===== config.mk =====
export PLATFORM = sky130hd
export DESIGN_NAME = aes_key_expand_flat
export DESIGN_NICKNAME = d
export VERILOG_FILES = /design/src/rtl/aes_pkg.sv /design/src/rtl/aes_key_expand_if.sv /design/src/rtl/aes_sub_word.sv /design/src/rtl/aes_key_expand.sv /design/src/flat_wrapper.sv
export SDC_FILE = /design/constraint.sdc
export NUM_CORES = 2
export LEC_CHECK = 0
export BUFFER_PORTS_ARGS = -buffer_cell sky130_fd_sc_hd__buf_4
export CORE_MARGIN = 5
export CORE_UTILIZATION = 35
export CTS_BUF_LIST = sky130_fd_sc_hd__clkbuf_4 sky130_fd_sc_hd__clkbuf_8
export CTS_CLUSTER_SIZE = 16
export DETAILED_ROUTE_END_ITERATION = 7
export HOLD_SLACK_MARGIN = 0.15
export SYNTH_ARGS = -nofsm -noshare
export SYNTH_HDL_FRONTEND = slang
export SYNTH_SLANG_ARGS = --single-unit

===== constraint.sdc =====
create_clock -name clk -period 14.4 [get_ports clk]
set_input_delay 1.44 -clock clk [delete_from_list [all_inputs] [get_ports clk]]
set_output_delay 1.44 -clock clk [all_outputs]
set_load 0.02 [all_outputs]

===== src/rtl/aes_pkg.sv =====
// Shared AES-128 key-schedule types, constants and rcon lookup.
// Used by the key-expand engine, its interface and the SubWord block.
package aes_pkg;

  localparam int AES_NR    = 10;
  localparam int AES_KEY_W = 128;

  typedef logic [31:0] word_t;

  typedef enum logic {
    IDLE,
    EXPAND
  } ke_state_e;

  function automatic logic [7:0] rcon(input logic [3:0] idx);
    logic [7:0] r;
    case (idx)
      4'd0:    r = 8'h01;
      4'd1:    r = 8'h02;
      4'd2:    r = 8'h04;
      4'd3:    r = 8'h08;
      4'd4:    r = 8'h10;
      4'd5:    r = 8'h20;
      4'd6:    r = 8'h40;
      4'd7:    r = 8'h80;
      4'd8:    r = 8'h1b;
      4'd9:    r = 8'h36;
      default: r = 8'h00;
    endcase
    return r;
  endfunction

endpackage


===== src/rtl/aes_key_expand_if.sv =====
// Key-in handshake, round-key stream and store read port.
// slave = key-expand engine, master = key source / round datapath.
interface aes_key_expand_if;
  import aes_pkg::*;

  logic                 key_valid;
  logic                 key_ready;
  logic [AES_KEY_W-1:0] key_in;
  logic                 rk_valid;
  logic [AES_KEY_W-1:0] rk_data;
  logic [3:0]           rk_round;
  logic                 done;
  logic                 busy;
  logic [3:0]           rk_rd_idx;
  logic [AES_KEY_W-1:0] rk_rd_data;

  modport slave (
    input  key_valid, key_in, rk_rd_idx,
    output key_ready, rk_valid, rk_data, rk_round,
    output done, busy, rk_rd_data
  );

  modport master (
    output key_valid, key_in, rk_rd_idx,
    input  key_ready, rk_valid, rk_data, rk_round,
    input  done, busy, rk_rd_data
  );

endinterface


===== src/rtl/aes_sub_word.sv =====
// SubWord: four byte S-boxes applied to a 32-bit word.
// S-box is GF(2^8) inverse (x^254) followed by the AES affine map.
module aes_sbox (
  input  logic [7:0] a,
  output logic [7:0] s
);

  function automatic logic [7:0] gf_mul(
    input logic [7:0] x,
    input logic [7:0] y
  );
    logic [7:0] p;
    logic [7:0] t;
    p = 8'h00;
    t = x;
    for (int i = 0; i < 8; i++) begin
      if (y[i]) p = p ^ t;
      t = {t[6:0], 1'b0} ^ (t[7] ? 8'h1b : 8'h00);
    end
    return p;
  endfunction

  // inverse as product of x^2..x^128, then affine transform
  always_comb begin
    logic [7:0] p;
    logic [7:0] r;
    p = a;
    r = 8'h01;
    for (int i = 1; i < 8; i++) begin
      p = gf_mul(p, p);
      r = gf_mul(r, p);
    end
    s = r ^ {r[6:0], r[7]} ^ {r[5:0], r[7:6]}
          ^ {r[4:0], r[7:5]} ^ {r[3:0], r[7:4]} ^ 8'h63;
  end

endmodule

module aes_sub_word
  import aes_pkg::*;
(
  input  word_t w,
  output word_t s
);

  for (genvar g = 0; g < 4; g++) begin : g_sb
    aes_sbox u_sbox (
      .a (w[8*g +: 8]),
      .s (s[8*g +: 8])
    );
  end

endmodule


===== src/rtl/aes_key_expand.sv =====
// Iterative AES-128 key schedule, one round key per clock.
// Optional round-key store: define AES_KEY_STORE_EN.
module aes_key_expand
  import aes_pkg::*;
(
  input logic             clk,
  input logic             rst_n,
  aes_key_expand_if.slave bus
);

  ke_state_e            state_q, state_d;
  logic [AES_KEY_W-1:0] key_q;
  logic [AES_KEY_W-1:0] next_key;
  logic [3:0]           round_q;
  logic                 valid_q;
  logic                 done_q;
  logic                 last;
  logic                 accept;
  logic                 step;
  word_t                w0, w1, w2, w3;
  word_t                sw, t;
  word_t                n0, n1, n2, n3;

  assign last   = (round_q == 4'(AES_NR));
  assign accept = (state_q == IDLE) && bus.key_valid;
  assign step   = (state_q == EXPAND) && !last;

  assign {w0, w1, w2, w3} = key_q;

  aes_sub_word u_sub_word (
    .w (word_t'({w3[23:0], w3[31:24]})),
    .s (sw)
  );

  assign t        = sw ^ {rcon(round_q), 24'h0};
  assign n0       = w0 ^ t;
  assign n1       = w1 ^ n0;
  assign n2       = w2 ^ n1;
  assign n3       = w3 ^ n2;
  assign next_key = {n0, n1, n2, n3};

  // state register
  always_ff @(posedge clk or negedge rst_n) begin
    if (!rst_n) state_q <= IDLE;
    else        state_q <= state_d;
  end

  // next state and handshake outputs
  always_comb begin
    state_d       = state_q;
    bus.key_ready = 1'b0;
    unique case (state_q)
      IDLE: begin
        bus.key_ready = 1'b1;
        if (bus.key_valid) state_d = EXPAND;
      end
      EXPAND: begin
        if (last) state_d = IDLE;
      end
      default: state_d = IDLE;
    endcase
  end

  // round-key datapath: load key, then one round per clock
  always_ff @(posedge clk or negedge rst_n) begin
    if (!rst_n) begin
      key_q   <= '0;
      round_q <= '0;
      valid_q <= 1'b0;
      done_q  <= 1'b0;
    end else if (accept) begin
      key_q   <= bus.key_in;
      round_q <= '0;
      valid_q <= 1'b1;
      done_q  <= 1'b0;
    end else if (step) begin
      key_q   <= next_key;
      round_q <= round_q + 4'd1;
      done_q  <= (round_q == 4'(AES_NR - 1));
    end else begin
      valid_q <= 1'b0;
      done_q  <= 1'b0;
    end
  end

  assign bus.rk_data  = key_q;
  assign bus.rk_round = round_q;
  assign bus.rk_valid = valid_q;
  assign bus.done     = done_q;
  assign bus.busy     = (state_q == EXPAND);

`ifdef AES_KEY_STORE_EN
  logic [AES_KEY_W-1:0] store [0:AES_NR];

  // capture each round key on the edge that loads it
  always_ff @(posedge clk or negedge rst_n) begin
    if (!rst_n) begin
      for (int i = 0; i <= AES_NR; i++) store[i] <= '0;
    end else if (accept) begin
      store[0] <= bus.key_in;
    end else if (step) begin
      store[round_q + 4'd1] <= next_key;
    end
  end

  assign bus.rk_rd_data = (bus.rk_rd_idx <= 4'(AES_NR))
                        ? store[bus.rk_rd_idx] : '0;
`else
  assign bus.rk_rd_data = '0;
`endif

endmodule

===== src/flat_wrapper.sv =====
// flat-port wrapper written by rule: the top's interface ports become plain ports
module aes_key_expand_flat import aes_pkg::*;
  (clk, rst_n, bus_key_valid, bus_key_in, bus_rk_rd_idx, bus_key_ready, bus_rk_valid, bus_rk_data, bus_rk_round, bus_done, bus_busy, bus_rk_rd_data);
  aes_key_expand_if bus_i ();
  input logic clk;
  input logic rst_n;
  input wire logic [$bits(bus_i.key_valid)-1:0] bus_key_valid;
  input wire logic [$bits(bus_i.key_in)-1:0] bus_key_in;
  input wire logic [$bits(bus_i.rk_rd_idx)-1:0] bus_rk_rd_idx;
  output wire logic [$bits(bus_i.key_ready)-1:0] bus_key_ready;
  output wire logic [$bits(bus_i.rk_valid)-1:0] bus_rk_valid;
  output wire logic [$bits(bus_i.rk_data)-1:0] bus_rk_data;
  output wire logic [$bits(bus_i.rk_round)-1:0] bus_rk_round;
  output wire logic [$bits(bus_i.done)-1:0] bus_done;
  output wire logic [$bits(bus_i.busy)-1:0] bus_busy;
  output wire logic [$bits(bus_i.rk_rd_data)-1:0] bus_rk_rd_data;
  assign bus_i.key_valid = bus_key_valid;
  assign bus_i.key_in = bus_key_in;
  assign bus_i.rk_rd_idx = bus_rk_rd_idx;
  assign bus_key_ready = bus_i.key_ready;
  assign bus_rk_valid = bus_i.rk_valid;
  assign bus_rk_data = bus_i.rk_data;
  assign bus_rk_round = bus_i.rk_round;
  assign bus_done = bus_i.done;
  assign bus_busy = bus_i.busy;
  assign bus_rk_rd_data = bus_i.rk_rd_data;
  aes_key_expand u_core (.clk(clk), .rst_n(rst_n), .bus(bus_i));
endmodule

==> results.toml <==
[placed_design]
dpl.cell_count = 11624
place_congestion = 0.925
dpl.hpwl_um = 171000
portBuffers = 266
pre_cts_slack_ns = -0.489

[timing]
min_period_over_period_pct = 98.9
setup_violations = 0
relSlewSlack_pct = 22.7
hold_viol = 0
slew_violations = 0
fin_ws_ns = 0.157
finalClockSkew_ns = 0.0312
fmax_mhz = 70.2
worst_pin_slew_ns = 1.15
fin_hold_ws_ns = 0.521
min_period_ns = 14.24
grt_setup_unrepaired = "yes"

[synthesis]
synth_compound_area_share_pct = 17.6
yosysWarnings = 0
synthAdderAreaFrac_pct = 0.521
synthMuxAreaShare_pct = 3.89
ys_seq_area_share_pct = 5.29
synth_xor_area_share_pct = 47.5
ys_ff_latch = 135
ys.flop_type = "dfrtp_1"
synth_cell_type_count = 107
async_reset_ff_share_pct = 100
yosys.area_share.simple_pct = 19.1
synth_edf_count = 0
netlist_instances = 8484
synth_area_sq_um = 63900
avgSynthCellArea_sq_um = 7.53
synth_top_family_by_area = "XOR/XNOR gates"

[critical_path]
worst-path-buf-inv = 11
cpPeakStageDelay_ns = 0.52
cpLargestDelayFamily = "XOR/XNOR gates"
cp.depth = 57
path_max_fanout = 8
crit_top_cell = "xnor3_2"
cp_data_arrival_time_ns = 14.67
rr_worst_depth = 57
critical_path_class = "reg -> reg"
worst_setup_path_start_kind = "flip-flop"
cp.required_ns = 14.83
cp-end-kind = "flip-flop"
cpMaxStageDelayCell = "xnor3_2"

[final_layout]
layout.nets = 9709
final_cell_mix = "buf_4 (1518), xnor2_1 (1404), nor2_1 (1136)"
fill_cells = 17821
final_common_cell = "buf_4"
layout.cells.non_filler = 11936
drive_above_1_share_pct = 26.8
regArea_sq_um = 3390
multi_input_area_sq_um = 61900
area_delta_synth_final_pct = 28.1

[drt]
via_per_inst = 5.40
firstDrtPassIters = 7
vias = 64492
totalWireLength_um = 228000
drt_iter0_drc = 4806
antenna_left = 0
wl_per_cell_um = 19.1
drc = 0

[global_routing]
grt_pass1_wl_um = 348000
grt_max_degree = 81
antenna_found_initial = 4
grt_usage_pct = 22.1
gr-total-overflow = 0
grt_pass1_vias = 61227

[floorplanning]
ios = 399
num_rows = 156
dieArea_sq_um = 191000
start_util_pct = 35.3
die_h_um = 437
dieWidth_um = 437
core_area_sq_um = 181000

[clocking]
root_buffer = "clkbuf_8"
numClockSinks = 135
hold_buffers = 0
ctsHtreeMaxLevel = 4
cts_tree = "done"
clkLatencyLatePin_ns = 0.56
clkTransAtPathRegs_ns = 0.12
cts_buffers = 17
cts_buffer_depth = 2

[min_path]
worstHoldPathCells = 2
hold_path_class = "reg -> reg"

[flow_run]
cap_viol_max_count = 0

[run_status]
outcome = "finished clean"
what timing repair did:
| action | in CTS | in global routing |
|---|---|---|
| endpoints found under the setup margin | 108 | 128 |
| pin swaps | 35 | 278 |
| gates cloned | 0 | 3 |
| gates resized for setup | 143 | 659 |
| setup buffers | 24 | 250 |
cells in the mapped netlist, types with 70 or more instances:
library cell     n  area share, %
a211oi_1        83           0.98
a21oi_1        431            3.4
a22oi_1         77           0.90
a31oi_1         72           0.70
buf_2          125           0.98
buf_4          157            1.8
clkbuf_1       363            2.1
dfrtp_1        135            5.3
inv_1           98           0.58
mux2i_1        200            3.1
nand2_1        913            5.4
nand3_1        161            1.3
nor2_1        1167            6.9
nor2b_1         70           0.69
nor3_1         204            1.6
o21ai_0        388            3.0
o22ai_1        109            1.1
xnor2_1       1696             23
xnor3_1        351             12
xor2_1         488            6.7
worst paths after layout:
kind / slack (ns) / to / from
max: 0.16 / u_core.bus.rk_data[56] / u_core.bus.rk_data[21]
min: 0.52 / u_core.bus.rk_valid / u_core.bus.rk_valid
max reg2reg: 0.16 / u_core.bus.rk_data[56] / u_core.bus.rk_data[21]
min reg2reg: 0.52 / u_core.bus.rk_valid / u_core.bus.rk_valid
max in group asynchronous: 11.93 / u_core.bus.rk_data[18] / rst_n
min in group asynchronous: 0.93 / u_core.bus.rk_data[103] / rst_n
kinds of logic (layout without fill, tap and decap cells):
kind of cell / after synthesis / after routing
compound gates: 1723 / 1723
buf+inv: 820 / 1771
fa+ha+maj: 27 / 27
mux: 243 / 243
simple gates: 2840 / 2840
xor+xnor: 2695 / 2695
flops: 135 / 135
other cells: 1 / 132
sequential cells by signal, summed over array words and instances, names as in the netlist:
name,cells
u_core.bus.busy,1
u_core.bus.rk_round,4
u_core.bus.rk_data,128
u_core.bus.rk_valid,1
u_core.bus.done,1
routing by layer:
layer / up-vias / share of wire [%] / track usage, % / wire, um
met1: 31134 / 41 / 28.0 / 93300
met4: 0 / 5.1 / 10.5 / 11700
met2: 2057 / 49 / 38.5 / 112000
li1: 30962 / - / - / -
met3: 339 / 4.5 / 1.07 / 10200
met5: - / 0 / 0 / 0
layout make-up:
type	count	share of cell area, %
Multi-Input combinational cell	7656	75.6
Clock inverter	12	0.128
Sequential cell	135	4.14
Tap cell	2370	3.62
Antenna cell	4	0.0122
Clock buffer	20	0.329
Timing Repair Buffer	1619	15.6
Inverter	120	0.562
tightest hold or removal path, cell delays in order (launching register included):
cell and delay (ns):
dfrtp_1 0.37, nand2_1 0.06, nand2_1 0.06
per-stage QoR:
stage | util [%] | TNS (ns) | instance area [sq um]
floorplan | - | 0 | 64800
global placement | 41.4 | -12.96 | 75000
detailed placement | 41.4 | -21.61 | 75000
CTS | 42.2 | 0 | 76400
global route | 45.2 | -6.93 | 81900
finish | 45.2 | 0 | 81900
Power is left out: the tool's default activity adds up to more than one toggle a clock period on the data nets, which glitch-free logic cannot reach.
